File: src/rtl/cam_pkg.sv
// Shared default sizing for the CAM lookup block.
// No ports; imported by cam and cam_prio_enc.
package cam_pkg;

  localparam int CAM_DATA_W = 8;   // stored word / search key width
  localparam int CAM_ADDR_W = 5;   // write address and result index width
  localparam int CAM_DEPTH  = 16;  // number of entries, must be <= 2**CAM_ADDR_W

endpackage : cam_pkg

File: src/rtl/cam_prio_enc.sv
// Lowest-index priority encoder: reports whether any request bit is set and
// the index of the lowest set bit (bit 0 has the highest priority).
// Ports:
//   i_req  N-bit request vector
//   o_any  1 when at least one request bit is set
//   o_idx  index of the lowest set bit, 0 when none is set
module cam_prio_enc
  import cam_pkg::*;
#(
  parameter int N     = CAM_DEPTH,
  parameter int IDX_W = CAM_ADDR_W
) (
  input  logic [N-1:0]     i_req,
  output logic             o_any,
  output logic [IDX_W-1:0] o_idx
);

  // Scan from the top down so the last assignment is the lowest set bit.
  always_comb begin
    o_any = 1'b0;
    o_idx = '0;
    for (int i = N - 1; i >= 0; i--) begin
      if (i_req[i]) begin
        o_any = 1'b1;
        o_idx = IDX_W'(i);
      end
    end
  end

endmodule : cam_prio_enc

File: src/rtl/cam.sv
// Small synchronous content-addressable memory used for tag lookup.
// DEPTH entries of DATA_W bits, each with a valid bit. A write stores data at
// addr; a search compares data against every valid entry in parallel and
// registers the lowest matching index and a hit flag one clock later.
// Ports:
//   out     registered index of the lowest matching entry (0 on a miss)
//   found   registered hit flag for the last search
//   clk     clock, rising edge
//   enable  search request
//   rst_n   asynchronous active-low reset (clears valid bits and outputs)
//   write   write request, takes priority over enable
//   addr    write address; addresses >= DEPTH are ignored
//   data    write data or search key
// DEPTH must not exceed 2**ADDR_W.
module cam
  import cam_pkg::*;
#(
  parameter int DATA_W = CAM_DATA_W,
  parameter int ADDR_W = CAM_ADDR_W,
  parameter int DEPTH  = CAM_DEPTH
) (
  output logic [ADDR_W-1:0] out,
  output logic              found,
  input  logic              clk,
  input  logic              enable,
  input  logic              rst_n,
  input  logic              write,
  input  logic [ADDR_W-1:0] addr,
  input  logic [DATA_W-1:0] data
);

  logic [DATA_W-1:0] r_mem [DEPTH];
  logic [DEPTH-1:0]  r_valid;
  logic [DEPTH-1:0]  w_wr_sel;
  logic [DEPTH-1:0]  w_match;
  logic              w_any;
  logic [ADDR_W-1:0] w_idx;
  logic [ADDR_W-1:0] r_out_p1;
  logic              r_found_p1;

  // Full-width address compare per entry: an out-of-range address selects
  // nothing, so such writes drop out without a separate range check.
  for (genvar g = 0; g < DEPTH; g++) begin : g_entry
    assign w_wr_sel[g] = write && (addr == ADDR_W'(g));
    assign w_match[g]  = r_valid[g] && (r_mem[g] == data);
  end

  // Storage words carry no reset; the valid bits alone gate matching.
  always_ff @(posedge clk) begin
    for (int i = 0; i < DEPTH; i++) begin
      if (w_wr_sel[i]) r_mem[i] <= data;
    end
  end

  always_ff @(posedge clk or negedge rst_n) begin
    if (!rst_n) r_valid <= '0;
    else        r_valid <= r_valid | w_wr_sel;
  end

  cam_prio_enc #(
    .N     (DEPTH),
    .IDX_W (ADDR_W)
  ) u_prio_enc (
    .i_req (w_match),
    .o_any (w_any),
    .o_idx (w_idx)
  );

  // ---- stage p1: registered search result ----
  // A write in the same cycle suppresses the search; results hold otherwise.
  always_ff @(posedge clk or negedge rst_n) begin
    if (!rst_n) begin
      r_out_p1   <= '0;
      r_found_p1 <= 1'b0;
    end else if (enable && !write) begin
      r_out_p1   <= w_idx;
      r_found_p1 <= w_any;
    end
  end

  assign out   = r_out_p1;
  assign found = r_found_p1;

endmodule : cam

File: config.mk
export PLATFORM = sky130hd
export DESIGN_NAME = cam
export DESIGN_NICKNAME = d
export VERILOG_FILES = /design/src/rtl/cam_pkg.sv /design/src/rtl/cam_prio_enc.sv /design/src/rtl/cam.sv
export SDC_FILE = /design/constraint.sdc
export NUM_CORES = 1
export LEC_CHECK = 0
export CORE_ASPECT_RATIO = 1.2
export CORE_MARGIN = 1.5
export CORE_UTILIZATION = 25
export CTS_CLUSTER_SIZE = 10
export DETAILED_ROUTE_END_ITERATION = 6
export GPL_TIMING_DRIVEN = 0
export PLACE_DENSITY = 0.48
export SYNTH_ARGS = -nofsm -noshare
export SYNTH_HDL_FRONTEND = slang
export SYNTH_SLANG_ARGS = --single-unit
File: constraint.sdc
create_clock -name clk -period 2.3 [get_ports clk]
set_input_delay 0.46 -clock clk [delete_from_list [all_inputs] [get_ports clk]]
set_output_delay 0.46 -clock clk [all_outputs]
set_load 0.02 [all_outputs]
==> results.txt <==
----------------------------------------------------
[Status]
  Outcome ... finished clean

[Power]
  Leakage power figure ... 2.44 nW
  Total power ... 0.00619 W
  Power density cells ... 808 nW/um^2
  Highest ir drop seen on vdd ... 0.000443 V

[STA]
  Final count of negative-setup-slack endpoints ... 0
  Final critical-path setup slack ... 0.0529 ns
  Post-route setup TNS ... 0 ns
  Worst-case clock skew ... 0.00716 ns
  Share of the clock period used by the worst path after layout ... 97.7%
  Fmax ... 445 MHz
  Worst relative slew slack ... 12.6%
  Number of hold violations in the final report ... 0
  RSZ-0062 raised after global routing ... true
  Slew at the pin closest to its max-slew limit ... 1.31 ns
  Final critical delay including setup and external delays ... 2.25 ns
  Total count of max-transition violations in the final report ... 0

[Route]
  Total number of vias ... 3479
  Final routed DRC violation total ... 0
  Overall routed net length ... 15300 microns
  Post-DR vias/cell ... 4.25
  Number of detailed-route iterations in the first pass ... 4
  Number of DRC violations after detailed-routing iteration 0 ... 246
  Routed length per instance ... 18.7 microns
  Count of antenna-violating nets left after detailed routing ... 0

[Yosys]
  Gate count of the mapped netlist ... 436
  Synthesized Nets ... 453
  Leading register cell type out of synthesis ... edfxtp_1
  Synthesized area ... 6420 sq um
  Proportion of synthesized chip area in sequential cells ... 68.1%
  Number of enable flip-flop cells after synthesis ... 128
  Yosys top cell by area ... edfxtp_1
  Yosys top cell area share ... 59.9%
  Number of warning messages in the yosys log ... 0
  Post-synth cell types ... 33
  Async SR Flop Fraction ... 14.1%
  Synth Register Bits ... 149
  Top post-synthesis cells by area ... edfxtp_1 (60%), xnor2_1 (14%), dfrtp_1 (8.2%)
  Synthesized area divided by synthesized cell count ... 14.7 sq um

[Flow run]
  Max-capacitance violation count ... 0

[Clock tree]
  Clk buf depth ... 2
  Post-CTS setup repair buffer count ... 0
  Source-to-sink clock delay at the later pin of the worst-skew pair ... 0.42 ns
  Clock tree root buffer cell ... clkbuf_16
  Clock transition at the register clock pins on the worst setup and hold paths after CTS ... 0.06 ns
  Clock tree from TritonCTS ... done
  H-tree Lvls ... 4
  TritonCTS Buffers ... 17
  Clock sinks ... 149
  Post_cts resized ... 60
  Count of hold buffers inserted by post-cts repair ... 0

[Floorplanning]
  Core outline area ... 25400 sq um
  Number of placement rows ... 64
  Chip Width ... 149 microns
  Initial Util ... 25.3%
  Overall die area ... 26600 sq um
  Die Span Y ... 179 microns
  I/O pin count ... 23

[Critical path]
  Launching element type of the critical path ... input port
  Required arrival time at the worst endpoint ... 2.35 ns
  Maximum fanout along the worst path ... 9
  Critical Path End Type ... flop
  Type of the worst setup path ... input port to flop
  Arrival time reported for the critical path endpoint ... 2.30 ns

[Final layout]
  Filler cell count in the final layout ... 2558
  Layout cell share with drive strength beyond 1 ... 16.0%
  Ant. Diodes ... 0
  Sequential cell area in the final layout ... 4370 sq um
  Core Util, Final ... 30.2%
  Final Net Count ... 493
  Post-synthesis to final-layout area growth ... 19.4%
  Area occupied by multi-input gates ... 1940 sq um

[Global routing]
  Pin count of the biggest net entering global routing ... 22
  Vias in the first global route ... 3556
  Number of antenna violations at the first check in global routing ... 0
  Sum of overflow across all layers after global routing ... 0
  Total routing usage reported by global routing ... 12.3%
  First-pass GRT wire length ... 22700 microns

[Placed design]
  Port Buffer Count ... 21
  Post-placement setup slack ... -1.61 ns
  Routability congestion estimate ... 0.764
  Detailed placement HPWL ... 9800 microns

[Min path]
  Min-Delay Path Class ... input port to flop

----------------------------------------------------
## final timing paths
| check | startpoint | endpoint | slack (ns) | cells past startpoint |
|---|---|---|---|---|
| worst min register to register | r_valid[3] | r_valid[3] | 0.47 | 1 |
| worst max register to register | r_mem[1][17] | out[3] | 0.17 | 6 |
| min in group asynchronous | rst_n | r_valid[6] | 0.73 | 1 |
| max in group asynchronous | rst_n | r_valid[15] | 0.80 | 1 |
| worst max-delay path | write | r_mem[0][6] | 0.05 | 4 |
| worst min-delay path | data[6] | r_mem[1][6] | 0.38 | 1 |
## synth_stat cells, types with 7 or more instances
master,count
edfxtp_1,128
xnor2_1,100
xor2_1,28
nor3_1,24
dfrtp_1,21
nand2_1,16
nor2_1,16
or2_2,16
nand4_1,15
nand3_1,12
buf_4,7
## worst max-delay path, cell delays in order
cell and delay, ns:
clkdlybuf4s50_1 0.62, nand2b_1 0.12, or3_1 0.42, nor3_2 0.67
## cells by family (layout without fill, tap and decap cells)
kind of cell | Yosys count | after routing | share of synthesized area (%)
and+or+nand+nor | 123 | 123 | 10.3
xor gates and xnor gates | 128 | 128 | 17.5
other | 1 | 1 | 0.0584
AOI/OAI and AO/OA | 16 | 16 | 1.83
buffers and inverters | 19 | 72 | 2.30
DFF | 149 | 149 | 68.1
## registers in the layout, indices dropped and copies added (netlist names)
| name | count |
|---|---|
| r_valid | 16 |
| out | 4 |
| found | 1 |
| r_mem | 128 |
## area by class of cell
cell class / instances / area share, %
Sequential cell: 149 / 57.0
Multi-Input combinational cell: 268 / 25.3
Clock buffer: 23 / 6.11
Tap cell: 330 / 5.39
Timing Repair Buffer: 21 / 2.58
Buffer: 17 / 2.11
Clock inverter: 9 / 1.36
Inverter: 2 / 0.0980
## cells in the final DEF, fill, tap and decap left out, types with 2 or more instances in the layout
cell type / n
clkbuf_1: 4
nor2b_1: 3
clkinv_2: 4
clkbuf_16: 17
or2_2: 16
inv_1: 2
buf_6: 11
clkdlybuf4s50_1: 13
nor2_1: 16
nor3_1: 17
o211ai_1: 4
nand3_1: 12
nand2b_1: 6
nand2_1: 16
clkinvlp_4: 2
edfxtp_1: 128
nand4b_1: 2
nor4_1: 4
o21ai_0: 3
clkbuf_8: 2
xnor2_1: 100
xor2_1: 28
dfrtp_1: 21
buf_4: 14
nor3_2: 7
nand4_1: 15
or3_1: 5
a22oi_1: 2
bufinv_16: 2
## through the flow
| stage | area (sq um) | instances | hold slack, ns |
|---|---|---|---|
| 3_5_place_dp | 7040 | 787 | 0.454 |
| 6_report | 7660 | 819 | 0.378 |
| 2_1_floorplan | 6420 | 436 | 0.164 |
| 5_1_grt | 7660 | 819 | 0.368 |
| 3_3_place_gp | 7040 | 787 | 0.452 |
| 4_1_cts | 7640 | 819 | 0.421 |
## power by group
group	internal [W]	switching [W]	leakage (nW)
clock network	0.00165	0.00102	0.277
registers	0.00303	0.0000440	1.40
logic	0.000197	0.000254	0.762
## layer usage
metal | global-route usage, % | vias to the layer above | wire length (microns)
met2 | 21.8 | 58 | 7980
met4 | 4.17 | 0 | 240
met5 | 0 | - | 0
li1 | - | 1637 | -
met1 | 14.2 | 1764 | 6550
met3 | 3.15 | 20 | 525
No activity file was read; power rests on OpenSTA's default activity.
